$ cat src/rtl/complex_dot_product_scheduler.sv
// Round-robin job scheduler feeding the shared complex dot-product datapath.
// Define DP_SCHED_TIMEOUT_EN to add a WAIT_FIN watchdog and the timeout output.
module complex_dot_product_scheduler #(
    parameter int NUM_REQ       = 4,
    parameter int ELEMENT_WIDTH = 64,
    parameter int NO_OF_UNITS   = 8,
    parameter int ADDR_W        = 16,
    parameter int MEM_LAT       = 1
) (
    input  logic                       clk,
    input  logic                       reset,
    input  logic [NUM_REQ-1:0]         req,
    input  logic [NUM_REQ*32-1:0]      req_len,
    input  logic [NUM_REQ*ADDR_W-1:0]  req_base_a,
    input  logic [NUM_REQ*ADDR_W-1:0]  req_base_b,
    output logic [NUM_REQ-1:0]         gnt,
    output logic                       busy,
    output logic                       mem_rd_en,
    output logic [ADDR_W-1:0]          mem_addr_a,
    output logic [ADDR_W-1:0]          mem_addr_b,
    output logic                       dp_load,
    output logic                       dp_flush,
    output logic [31:0]                dp_total,
    input  logic                       dp_ready,
    input  logic                       dp_finish,
    input  logic [ELEMENT_WIDTH-1:0]   dp_result,
    output logic                       done,
    output logic [$clog2(NUM_REQ)-1:0] done_id,
`ifdef DP_SCHED_TIMEOUT_EN
    output logic                       timeout,
`endif
    output logic [ELEMENT_WIDTH-1:0]   result
);

    localparam int ID_W     = $clog2(NUM_REQ);
    localparam int CHUNK_SH = $clog2(NO_OF_UNITS);

    typedef enum logic [2:0] {IDLE, GRANT, ISSUE, FLUSH, WAIT_FIN, REPORT} state_t;

    state_t                     state_q, state_d;
    logic [ID_W-1:0]            rrPtr_q, rrPtr_d;
    logic [ADDR_W-1:0]          baseA_q, baseA_d, baseB_q, baseB_d;
    logic [ID_W-1:0]            id_q, id_d;
    logic [31:0]                chunks_q, chunks_d, k_q, k_d;
    logic                       flushCnt_q, flushCnt_d;
    logic                       memRdEn_q, memRdEn_d;
    logic [ADDR_W-1:0]          addrA_q, addrA_d, addrB_q, addrB_d;
    logic                       flushBeat_q, flushBeat_d;
    logic [MEM_LAT-1:0]         loadPipe_q, flushPipe_q;
    logic                       busy_q, busy_d;
    logic [31:0]                dpTotal_q, dpTotal_d;
    logic                       done_q, done_d;
    logic [ID_W-1:0]            doneId_q, doneId_d;
    logic [ELEMENT_WIDTH-1:0]   result_q, result_d;
`ifdef DP_SCHED_TIMEOUT_EN
    logic [15:0]                wd_q, wd_d;
    logic                       timedOut_q, timedOut_d;
    logic                       timeout_q, timeout_d;
`endif

    logic                       anyReq;
    logic [ID_W-1:0]            winner;
    int                         idx;
    logic [31:0]                lenSel;
    logic [32:0]                lenRound;
    logic [31:0]                chunksCalc;

    // Round-robin search starting at the pointer, wrapping past the last client.
    always_comb begin
        anyReq = 1'b0;
        winner = '0;
        idx    = 0;
        for (int i = 0; i < NUM_REQ; i++) begin
            idx = int'(rrPtr_q) + i;
            if (idx >= NUM_REQ) idx = idx - NUM_REQ;
            if (!anyReq && req[idx[ID_W-1:0]]) begin
                anyReq = 1'b1;
                winner = idx[ID_W-1:0];
            end
        end
    end

    assign lenSel     = req_len[winner*32 +: 32];
    assign lenRound   = {1'b0, lenSel} + 33'(NO_OF_UNITS - 1);
    assign chunksCalc = 32'(lenRound >> CHUNK_SH);

    always_comb begin
        state_d = state_q;
        case (state_q)
            IDLE:     if (|req && dp_ready) state_d = GRANT;
            GRANT:    if (!anyReq) state_d = IDLE;
                      else if (lenSel == 32'd0) state_d = REPORT;
                      else state_d = ISSUE;
            ISSUE:    if (k_q == chunks_q - 32'd1) state_d = FLUSH;
            FLUSH:    if (flushCnt_q) state_d = WAIT_FIN;
            WAIT_FIN: begin
                if (dp_finish) state_d = REPORT;
`ifdef DP_SCHED_TIMEOUT_EN
                else if (wd_q == 16'hFFFF) state_d = REPORT;
`endif
            end
            REPORT:   state_d = IDLE;
            default:  state_d = IDLE;
        endcase
    end

    // Grant is combinational so the client sees it in the GRANT cycle; everything else is registered.
    always_comb begin
        gnt         = '0;
        rrPtr_d     = rrPtr_q;
        baseA_d     = baseA_q;
        baseB_d     = baseB_q;
        id_d        = id_q;
        chunks_d    = chunks_q;
        k_d         = k_q;
        flushCnt_d  = flushCnt_q;
        memRdEn_d   = 1'b0;
        addrA_d     = addrA_q;
        addrB_d     = addrB_q;
        flushBeat_d = 1'b0;
        busy_d      = busy_q;
        dpTotal_d   = dpTotal_q;
        done_d      = 1'b0;
        doneId_d    = doneId_q;
        result_d    = result_q;
`ifdef DP_SCHED_TIMEOUT_EN
        wd_d        = (state_q == WAIT_FIN) ? wd_q + 16'd1 : 16'd0;
        timedOut_d  = timedOut_q;
        timeout_d   = 1'b0;
`endif
        case (state_q)
            GRANT: if (anyReq) begin
                gnt[winner] = 1'b1;
                rrPtr_d     = (winner == ID_W'(NUM_REQ - 1)) ? '0 : winner + 1'b1;
                baseA_d     = req_base_a[winner*ADDR_W +: ADDR_W];
                baseB_d     = req_base_b[winner*ADDR_W +: ADDR_W];
                id_d        = winner;
                chunks_d    = chunksCalc;
                k_d         = 32'd0;
                flushCnt_d  = 1'b0;
                busy_d      = 1'b1;
                dpTotal_d   = lenSel;
                if (lenSel == 32'd0) result_d = '0;
`ifdef DP_SCHED_TIMEOUT_EN
                timedOut_d  = 1'b0;
`endif
            end
            ISSUE: begin
                memRdEn_d = 1'b1;
                addrA_d   = baseA_q + ADDR_W'(k_q);
                addrB_d   = baseB_q + ADDR_W'(k_q);
                k_d       = k_q + 32'd1;
            end
            FLUSH: begin
                flushBeat_d = 1'b1;
                flushCnt_d  = 1'b1;
            end
            WAIT_FIN: begin
                if (dp_finish) result_d = dp_result;
`ifdef DP_SCHED_TIMEOUT_EN
                else if (wd_q == 16'hFFFF) begin
                    result_d   = '0;
                    timedOut_d = 1'b1;
                end
`endif
            end
            REPORT: begin
                done_d   = 1'b1;
                doneId_d = id_q;
                busy_d   = 1'b0;
`ifdef DP_SCHED_TIMEOUT_EN
                timeout_d = timedOut_q;
`endif
            end
            default: ;
        endcase
    end

    // The load pipe models memory latency; flush beats ride the same pipe so they follow data with no gap.
    always_ff @(posedge clk) begin
        if (reset) begin
            state_q     <= IDLE;
            rrPtr_q     <= '0;
            baseA_q     <= '0;
            baseB_q     <= '0;
            id_q        <= '0;
            chunks_q    <= '0;
            k_q         <= '0;
            flushCnt_q  <= 1'b0;
            memRdEn_q   <= 1'b0;
            addrA_q     <= '0;
            addrB_q     <= '0;
            flushBeat_q <= 1'b0;
            loadPipe_q  <= '0;
            flushPipe_q <= '0;
            busy_q      <= 1'b0;
            dpTotal_q   <= '0;
            done_q      <= 1'b0;
            doneId_q    <= '0;
            result_q    <= '0;
`ifdef DP_SCHED_TIMEOUT_EN
            wd_q        <= '0;
            timedOut_q  <= 1'b0;
            timeout_q   <= 1'b0;
`endif
        end else begin
            state_q     <= state_d;
            rrPtr_q     <= rrPtr_d;
            baseA_q     <= baseA_d;
            baseB_q     <= baseB_d;
            id_q        <= id_d;
            chunks_q    <= chunks_d;
            k_q         <= k_d;
            flushCnt_q  <= flushCnt_d;
            memRdEn_q   <= memRdEn_d;
            addrA_q     <= addrA_d;
            addrB_q     <= addrB_d;
            flushBeat_q <= flushBeat_d;
            loadPipe_q  <= MEM_LAT'({loadPipe_q, memRdEn_q | flushBeat_q});
            flushPipe_q <= MEM_LAT'({flushPipe_q, flushBeat_q});
            busy_q      <= busy_d;
            dpTotal_q   <= dpTotal_d;
            done_q      <= done_d;
            doneId_q    <= doneId_d;
            result_q    <= result_d;
`ifdef DP_SCHED_TIMEOUT_EN
            wd_q        <= wd_d;
            timedOut_q  <= timedOut_d;
            timeout_q   <= timeout_d;
`endif
        end
    end

    assign busy       = busy_q;
    assign mem_rd_en  = memRdEn_q;
    assign mem_addr_a = addrA_q;
    assign mem_addr_b = addrB_q;
    assign dp_load    = loadPipe_q[MEM_LAT-1];
    assign dp_flush   = flushPipe_q[MEM_LAT-1];
    assign dp_total   = dpTotal_q;
    assign done       = done_q;
    assign done_id    = doneId_q;
    assign result     = result_q;
`ifdef DP_SCHED_TIMEOUT_EN
    assign timeout    = timeout_q;
`endif

endmodule

$ cat config.mk
export PLATFORM = sky130hd
export DESIGN_NAME = complex_dot_product_scheduler
export DESIGN_NICKNAME = d
export VERILOG_FILES = /design/src/rtl/complex_dot_product_scheduler.sv
export SDC_FILE = /design/constraint.sdc
export NUM_CORES = 1
export LEC_CHECK = 0
export CAP_MARGIN = 40
export CELL_PAD_IN_SITES_DETAIL_PLACEMENT = 0
export CELL_PAD_IN_SITES_GLOBAL_PLACEMENT = 2
export CORE_MARGIN = 5
export CORE_UTILIZATION = 25
export DETAILED_ROUTE_END_ITERATION = 6
export GPL_ROUTABILITY_DRIVEN = 0
export PLACE_DENSITY = 0.8
export SLEW_MARGIN = 20
export SYNTH_ARGS = -nofsm -noshare
export SYNTH_HDL_FRONTEND = slang
export SYNTH_SLANG_ARGS = --single-unit
$ cat constraint.sdc
create_clock -name clk -period 4.71 [get_ports clk]
set_clock_uncertainty 0.1 [all_clocks]
set_input_delay 0.7065 -clock clk [delete_from_list [all_inputs] [get_ports clk]]
set_output_delay 0.7065 -clock clk [all_outputs]
set_load 0.05 [all_outputs]
==> results by group, run 1 <==
Run status
  – Run status: finished clean

Finish
  – Layout Cells excl Fill: 2914
  – Number of nets in the layout: 2560
  – Share of post-route cells with drive strength above 1: 0.06988
  – N_diodes: 0
  – Filler instances: 5475
  – Area growth, synth to finish: 49.18%

Die
  – Die height: 242.4 microns
  – Top-level I/O count: 467
  – Initial Utilization: 0.2513
  – # rows: 85
  – Die X: 242.4 microns
  – Core area: 53710 sq um
  – Die area: 58740 sq um

Timing
  – Fin. Hold Viols: 0
  – Post-layout minimum cycle time: 4.371 ns
  – Fmax: 0.2288 GHz
  – Slew HR: 0.4893
  – Unrepaired setup endpoints after global routing: no
  – Setup total negative slack: 0 ns
  – Final Setup Violations: 0
  – Max-slew violation count: 0
  – Worst setup margin: 0.3387 ns
  – Tcrit/Tclk final: 0.9281
  – Worst slew pin tran: 0.7644 ns

Placement
  – Placed cell count: 2858
  – DP Worst Slack: 0.04838 ns
  – Port Buffers: 466
  – DP Wirelength: 41.79 mm

Synthesis
  – Top_reg_cell synth: dfxtp_1
  – Synth Register Bits: 238
  – EDFF count, synth: 0
  – Synth Net Count: 2132
  – Synth warn: 0
  – Post-Syn Area: 13500 sq um
  – Synth async-reset ratio: 0
  – Netlist cell types: 76
  – Post-Syn Instances: 1766
  – Sequential cell area fraction in the yosys report: 0.3530
  – Mean Syn Cell Area: 7.644 sq um

Power and ir drop
  – VDD IR max: 0.2599 mV
  – P_leak: 7.810 nW
  – Clk pwr share: 0.256
  – Pwr Density: 478.2 nW/um^2
  – Cell-internal power: 5.584 mW
  – Switching share of power: 0.4201
  – NetSw: 4.045 mW
  – Seq pwr share: 0.274
  – Combinational Power Share: 0.469

Min path
  – Hold path start: mem_addr_a[7]$_SDFFE_PP0P_
  – Hold Crit Endpoint: mem_addr_a[7]$_SDFFE_PP0P_
  – Path type of the worst min-delay path: register to register
  – Hold Path Depth: 2

Clock network
  – Clk slew on worst S/H paths: 0.06 ns
  – Clk root buf: clkbuf_16
  – Clock net sink count: 238
  – CTS resizes: 0
  – CTS tree: yes
  – H-tree depth: 1
  – CTS Buf Count: 30
  – CTS Hold Bufs: 0
  – CTS Buffer Depth: 3
  – Clk_lat worst skew: 0.57 ns
  – Post-CTS Setup Bufs: 0

Critical path
  – Worst EP arrival: 4.75 ns
  – Worst setup SP type: register
  – Worst Path Max Fanout: 13
  – R2R Path Start: chunks_q[1]$_SDFFE_PP0P_
  – Critical Path RT: 5.08 ns
  – R2R cell count: 12
  – CP Class: register to register
  – R2R Path End: state_q[0]$_SDFFE_PP0P_
  – CP Capture Type: register
  – FF-to-FF setup slack: 0.34 ns

Drt
  – Vias per Instance: 4.922
  – DRC: 0
  – Initial DRC count: 644
  – Post-route ant nets: 0
  – 1st-pass router iterations: 4
  – Total wire length: 54.21 mm
  – Via count: 14344
  – Wire length per cell: 18.60 microns

GRT
  – Largest net degree at the start of global routing: 69
  – Number of global-route vias before repair: 14408
  – First-pass GRT wire length: 84.04 mm
  – Initial antenna violation count: 2
  – Grt ovf: 0
  – Global Route Usage Sum: 0.1743

Run
  – MaxCap Viol Count: 0
-- registers in the layout (all words and copies together), names as in the netlist, 2 cells and up --
register / count
baseA_q: 16
baseB_q: 16
chunks_q: 30
done_id: 2
dp_total: 32
id_q: 2
k_q: 32
mem_addr_a: 16
mem_addr_b: 16
result: 64
rrPtr_q: 2
state_q: 3
-- how the worst max path moves through the flow --
stage / start / endpoint / slack (ns)
finish: chunks_q[1]$_SDFFE_PP0P_ / state_q[0]$_SDFFE_PP0P_ / 0.34
global route: chunks_q[1]$_SDFFE_PP0P_ / state_q[0]$_SDFFE_PP0P_ / 0.01
CTS: chunks_q[1]$_SDFFE_PP0P_ / state_q[0]$_SDFFE_PP0P_ / 0.41
detailed placement: req[2] / chunks_q[13]$_SDFFE_PP0P_ / 0.05
global placement: req[2] / chunks_q[13]$_SDFFE_PP0P_ / 0.17
floorplan: req[2] / chunks_q[13]$_SDFFE_PP0P_ / 0.86
-- power groups by stage --
stage               clock, mW  sequential, mW  combinational (mW)
floorplan                   0            2.94                2.68
global placement            0            2.68                4.50
detailed placement          0            2.69                4.53
CTS                      2.55            2.65                4.55
global route             2.63            2.69                4.96
finish                   2.47            2.64                4.52
-- placed cells by master (no fill, tap or decap), types with 35 or more instances in the layout --
cell type        synthesis  layout
dfxtp_1                238     238
xor2_1                  68      68
buf_4                    5      53
nor3_1                  37      35
nor2_1                 164     164
clkdlybuf4s50_1          0     461
nand3_1                137     137
xnor2_1                 41      41
a21oi_1                153     153
ha_1                    36      36
a22o_1                  82      82
nand2_1                325     324
-- critical path, stage by stage, from the launching register on --
cell	delay [ns]
dfxtp_1	0.34
inv_1	0.07
ha_1	0.26
nor3b_1	0.67
nand4_1	0.61
nor3_1	0.37
xnor2_1	0.21
and4_1	0.24
nand4b_1	0.10
or4_1	0.49
o31ai_1	0.40
nand2_1	0.13
o32ai_1	0.28
-- cell usage after synthesis (all sizes together), types with 17 or more instances --
cell / instances / area share
nand2: 325 / 0.090
dfxtp: 238 / 0.35
nor2: 166 / 0.047
a21oi: 153 / 0.057
nand3: 137 / 0.051
a22o: 82 / 0.053
clkbuf: 75 / 0.021
xor2: 68 / 0.044
buf: 51 / 0.018
xnor2: 41 / 0.027
nor3: 38 / 0.014
ha: 36 / 0.033
a211oi: 32 / 0.018
nor4: 27 / 0.015
o21ai: 27 / 0.010
nand4: 25 / 0.012
and3: 17 / 0.0079
inv: 17 / 0.0047
mux2i: 17 / 0.013
-- per-layer routing --
metal,global-route usage,vias to the layer above,wire length [microns]
li1,-,7108,-
met2,0.3020,414,25730
met1,0.2229,6760,24090
met4,0.02635,4,813
met5,0,-,34
met3,0.04601,58,3545
-- cells by family after synthesis --
kind of cell | after synthesis | share of synthesized area
simple gates | 840 | 0.2941
compound gates | 380 | 0.1894
flops | 238 | 0.3530
buf+inv | 143 | 0.04310
xor+xnor | 109 | 0.07072
fa+ha+maj | 38 | 0.03633
mux | 18 | 0.01344
-- metrics by stage --
| step | hold slack, ns | cell area, sq um | utilization | total power, mW |
|---|---|---|---|---|
| after global placement | 0.3406 | 19040 | 0.3546 | 7.173 |
| after detailed placement | 0.3436 | 19070 | 0.3551 | 7.216 |
| after floorplan | 0.3269 | 13500 | - | 5.619 |
| after CTS | 0.3521 | 20140 | 0.3750 | 9.749 |
| after global routing | 0.3712 | 20140 | 0.3750 | 10.29 |
| final | 0.3505 | 20140 | 0.3750 | 9.629 |
-- area by class of cell --
| type | instances | area (sq um) | share of cell area |
|---|---|---|---|
| inverters | 17 | 65.06 | 0.003231 |
| clock buffers | 37 | 828.3 | 0.04113 |
| well taps | 696 | 870.8 | 0.04324 |
| repair buffers | 522 | 5180 | 0.2572 |
| multi-input cells | 1385 | 8190 | 0.4067 |
| flip-flops and latches | 238 | 4765 | 0.2366 |
| clock inverters | 19 | 239.0 | 0.01187 |
Power figures use the tool's default switching activity.
==> run 2: changes to the inputs <==
- PLACE_DENSITY: 0.8 -> unset
- PLACE_DENSITY_LB_ADDON: unset -> 0.12
==> results by group, run 2 (synthesized netlist as in run 1, its figures left out) <==
Die
  – Die X: 242.4 microns
  – # rows: 85
  – Top-level I/O count: 467
  – Die area: 58740 sq um
  – Core area: 53710 sq um
  – Die height: 242.4 microns
  – Initial Utilization: 0.2513

Clock network
  – H-tree depth: 1
  – CTS Hold Bufs: 0
  – Clk root buf: clkbuf_16
  – Clk_lat worst skew: 0.57 ns
  – Post-CTS Setup Bufs: 0
  – CTS tree: yes
  – CTS resizes: 0
  – CTS Buffer Depth: 3
  – Clk slew on worst S/H paths: 0.06 ns
  – Clock net sink count: 238
  – CTS Buf Count: 29

Min path
  – Path type of the worst min-delay path: register to register

Timing
  – Worst slew pin tran: 0.7553 ns
  – WHS: 0.3498 ns
  – Max-slew violation count: 0
  – Tcrit/Tclk final: 0.8875
  – Unrepaired setup endpoints after global routing: no
  – Fmax: 0.2392 GHz
  – Worst setup margin: 0.5297 ns
  – Fin. Hold Viols: 0
  – Final Setup Violations: 0
  – Slew HR: 0.4965
  – Post-layout minimum cycle time: 4.180 ns

GRT
  – Grt ovf: 0
  – Largest net degree at the start of global routing: 69
  – Initial antenna violation count: 2
  – First-pass GRT wire length: 87.61 mm
  – Number of global-route vias before repair: 14414
  – Global Route Usage Sum: 0.1852

Drt
  – Vias per Instance: 4.905
  – Total wire length: 57.24 mm
  – Metal3 WL: 3.796 mm
  – Via count: 14357
  – Wire length per cell: 19.56 microns
  – Post-route ant nets: 0
  – Top layer in use: met5
  – WL met2: 25.91 mm
  – Wire length on met1: 26.31 mm
  – Initial DRC count: 734
  – DRC: 0
  – 1st-pass router iterations: 7

Power and ir drop
  – VDD IR max: 0.3071 mV
  – Design Power: 9.796 mW
  – P_leak: 7.903 nW
  – Pwr Density: 483.7 nW/um^2

Finish
  – N_diodes: 0
  – Commonest non-fill, non-tap cell in the layout: clkdlybuf4s50_1
  – Max reg flops: 64
  – Layout Utilization: 0.3771
  – Register Area: 4765 sq um
  – Commonest cells after routing, fill and taps aside: 461 x clkdlybuf4s50_1, 324 x nand2_1, 238 x dfxtp_1
  – Filler instances: 5542
  – Post-route cell area: 20250 sq um
  – Number of nets in the layout: 2576
  – Area of the multi-input gates: 8190 sq um
  – Area growth, synth to finish: 50.02%
  – Share of post-route cells with drive strength above 1: 0.07485

Critical path
  – CP Capture Type: register
  – CP Class: primary input to register
  – FF-to-FF setup slack: 0.74 ns
  – Critical Path RT: 5.08 ns
  – Worst setup SP type: primary input
  – Worst Path Max Fanout: 14
  – Worst EP arrival: 4.55 ns

Run status
  – Run status: finished clean

Run
  – MaxCap Viol Count: 0

Placement
  – DP Worst Slack: -0.06286 ns
  – Port Buffers: 466
  – DP Wirelength: 45.03 mm
  – Placed instance area: 19200 sq um
[run 2: cell types whose count changed in the layout (fill, tap and decap cells not counted), moves of 2 or more]
cell	previous run	this run
clkbuf_16	31	29
clkbuf_8	3	6
clkinv_2	8	6
clkinvlp_4	6	1
buf_4	53	68
buf_12	7	9
[run 2: final timing paths]
kind	from	end	depth (start not counted)
min	mem_addr_b[5]$_SDFFE_PP0P_	mem_addr_b[5]$_SDFFE_PP0P_	2
max	req[1]	chunks_q[13]$_SDFFE_PP0P_	12
min reg2reg	mem_addr_b[5]$_SDFFE_PP0P_	mem_addr_b[5]$_SDFFE_PP0P_	2
max reg2reg	chunks_q[12]$_SDFFE_PP0P_	state_q[0]$_SDFFE_PP0P_	11
[run 2: per-layer routing]
layer,track usage,vias up
li1,-,7142
met1,0.2479,6726
met2,0.3035,423
met3,0.04479,62
met4,0.04146,4
met5,0,-
[run 2: layout make-up]
cell class              instances  share of cell area
clock inverters                13             0.01094
inverters                      17            0.003213
well taps                     696             0.04300
flip-flops and latches        238              0.2353
multi-input cells            1385              0.4044
repair buffers                539              0.2625
clock buffers                  39             0.04065
[run 2: stage by stage]
step	cells	TNS, ns
floorplan	1766	0
global placement	2873	-0.7553
detailed placement	2874	-1.129
CTS	2926	0
global route	2927	0
finish	2927	0
[run 2: report_power, final]
part	internal (mW)	switching [mW]	total [mW]
Combinational	1.84	2.84	4.68
Sequential	2.32	0.339	2.66
Clock	1.54	0.912	2.46
Total	5.71	4.09	9.80
[run 2: worst max-delay path: stages]
cell	delay, ns
clkdlybuf4s50_1	0.49
nor2_2	0.41
or4_1	0.48
a21oi_1	0.11
o21ai_0	0.26
a222oi_1	0.12
buf_4	0.17
or4_1	0.55
or4_1	0.66
nor4_2	0.29
xor2_1	0.10
a211oi_1	0.22
==> run 3: changes to the inputs <==
- CORE_MARGIN: 5 -> 4
- CORE_UTILIZATION: 25 -> 35
- DONT_BUFFER_PORTS: unset -> 1
- clock period: 4.71 -> 4.5 ns (I/O delays scaled with it)
==> results by group, run 3 (synthesized netlist as in run 1, its figures left out) <==
Die
  – Die area: 41780 sq um
  – Initial Utilization: 0.3567
  – Die X: 204.4 microns
  – Die height: 204.4 microns
  – Core area: 37840 sq um
  – # rows: 71
  – Top-level I/O count: 467

GRT
  – First-pass GRT wire length: 74.98 mm
  – Initial antenna violation count: 12
  – Largest net degree at the start of global routing: 148
  – Number of global-route vias before repair: 12368
  – Grt ovf: 0
  – Global Route Usage Sum: 0.2262

Placement
  – Port Buffers: 0
  – DP Wirelength: 38.15 mm
  – Placed instance area: 14080 sq um

Clock network
  – CTS Buf Count: 28
  – H-tree depth: 1
  – Clock net sink count: 238
  – CTS Buffer Depth: 3
  – Post-CTS Setup Bufs: 0
  – CTS tree: yes
  – Clk_lat worst skew: 0.55 ns
  – CTS Hold Bufs: 0
  – CTS resizes: 0
  – Clk root buf: clkbuf_16
  – Clk slew on worst S/H paths: 0.06 ns

Power and ir drop
  – P_leak: 5.984 nW
  – Cell-internal power: 5.351 mW
  – Combinational Power Share: 0.399
  – Seq pwr share: 0.343
  – Switching share of power: 0.4362
  – VDD IR max: 0.2793 mV
  – Clk pwr share: 0.258
  – Pwr Density: 627.2 nW/um^2
  – NetSw: 4.140 mW

Timing
  – Fmax: 0.2584 GHz
  – Final Setup Violations: 0
  – Post-layout minimum cycle time: 3.870 ns
  – Setup total negative slack: 0 ns
  – Max-slew violation count: 0
  – Tcrit/Tclk final: 0.8601
  – Unrepaired setup endpoints after global routing: no
  – Worst slew pin tran: 0.6805 ns
  – Slew HR: 0.5463
  – Fin. Hold Viols: 0

Drt
  – Total wire length: 50.07 mm
  – Vias per Instance: 5.598
  – 1st-pass router iterations: 5
  – Wire length per cell: 22.12 microns
  – Via count: 12674
  – DRC: 0
  – Initial DRC count: 923
  – Post-route ant nets: 0

Finish
  – Filler instances: 3987
  – Commonest non-fill, non-tap cell in the layout: nand2_1
  – Commonest cells after routing, fill and taps aside: 324 x nand2_1, 238 x dfxtp_1, 164 x nor2_1
  – Post-route cell area: 15130 sq um
  – Area growth, synth to finish: 12.10%
  – Number of nets in the layout: 2087
  – Share of post-route cells with drive strength above 1: 0.08147
  – Max reg flops: 64

Critical path
  – Critical path depth: 9
  – Critical path's largest stage delay: 0.73 ns
  – CP Capture Type: register
  – CP Class: register to register
  – Crit path buffers/inverters: 2
  – CP delay by family, top: simple AND/OR/NAND/NOR gates
  – Worst setup SP type: register
  – Worst EP arrival: 4.21 ns
  – Cell mode on critical path: buf_4
  – Crit path cell chain: or4b_1 -> buf_4 -> a21oi_1 -> o21ai_1 -> a222oi_1 -> and4_1 -> a211oi_4 -> buf_4 -> a22o_1
  – Slowest cell on crit path: or4b_1
  – Critical Path RT: 4.84 ns
  – R2R cell count: 9
  – Worst Path Max Fanout: 31

Run status
  – Run status: finished clean

Min path
  – Path type of the worst min-delay path: primary input to register
  – Hold Path Depth: 1

Run
  – MaxCap Viol Count: 0
## run 3: cell count changes in the layout (fill, tap and decap cells not counted), sizes merged
cell and change:
clkinvlp +4, diode +10, buf -28, clkdlybuf4s50 -461, bufinv -2, inv -1
clkbuf -1, clkdlybuf4s15 +1
## run 3: worst register-to-register path: stages, from the launching register on
cell and delay, ns:
dfxtp_1 0.56, or4b_1 0.73, buf_4 0.26, a21oi_1 0.15, o21ai_1 0.10, a222oi_1 0.62, and4_1 0.59, a211oi_4 0.12
buf_4 0.25, a22o_1 0.28
## run 3: layout make-up
| class | count | area, sq um | share of cell area |
|---|---|---|---|
| multi-input combinational | 1385 | 8190 | 0.5413 |
| clock buffer | 38 | 829.5 | 0.05482 |
| sequential | 238 | 4765 | 0.3149 |
| clock inverter | 14 | 186.4 | 0.01232 |
| inverter | 17 | 65.06 | 0.004300 |
| timing repair buffer | 51 | 431.7 | 0.02853 |
| antenna | 10 | 25.02 | 0.001654 |
| tap | 511 | 639.4 | 0.04225 |
## run 3: path summary, 6_finish.rpt
check | from | end | slack, ns
max | rrPtr_q[1]$_SDFFE_PP0P_ | result[10]$_SDFFE_PP0P_ | 0.63
min | reset | busy$_SDFFE_PP0P_ | 0.14
max reg2reg | rrPtr_q[1]$_SDFFE_PP0P_ | result[10]$_SDFFE_PP0P_ | 0.63
min reg2reg | id_q[1]$_SDFFE_PP0P_ | id_q[1]$_SDFFE_PP0P_ | 0.36
## run 3: stage by stage
step             util  total power, mW  hold WS (ns)  worst slack [ns]  instances
6_report       0.3999            9.490        0.1389            0.6296       2264
5_1_grt        0.3998            10.13       0.08428            0.3964       2263
4_1_cts        0.3988            9.582       0.09316            0.5641       2253
3_5_place_dp   0.3720            7.073        0.3493            0.2909       2201
3_3_place_gp   0.3717            7.066        0.3436            0.3303       2200
2_1_floorplan       -            5.882        0.3269            0.6791       1766
## run 3: metal layers
layer,track usage,up-vias,part of all wire
li1,-,6178,-
met1,0.3184,5926,0.46
met2,0.3443,486,0.43
met3,0.05221,82,0.076
met4,0.07083,2,0.029
met5,0,-,0.00022
## run 3: power groups by stage
stage,clock (mW),sequential (mW),combinational [mW]
5_1_grt,2.61,3.30,4.22
3_5_place_dp,0,3.31,3.77
3_3_place_gp,0,3.31,3.76
4_1_cts,2.54,3.26,3.78
6_report,2.45,3.26,3.78
2_1_floorplan,0,3.08,2.80
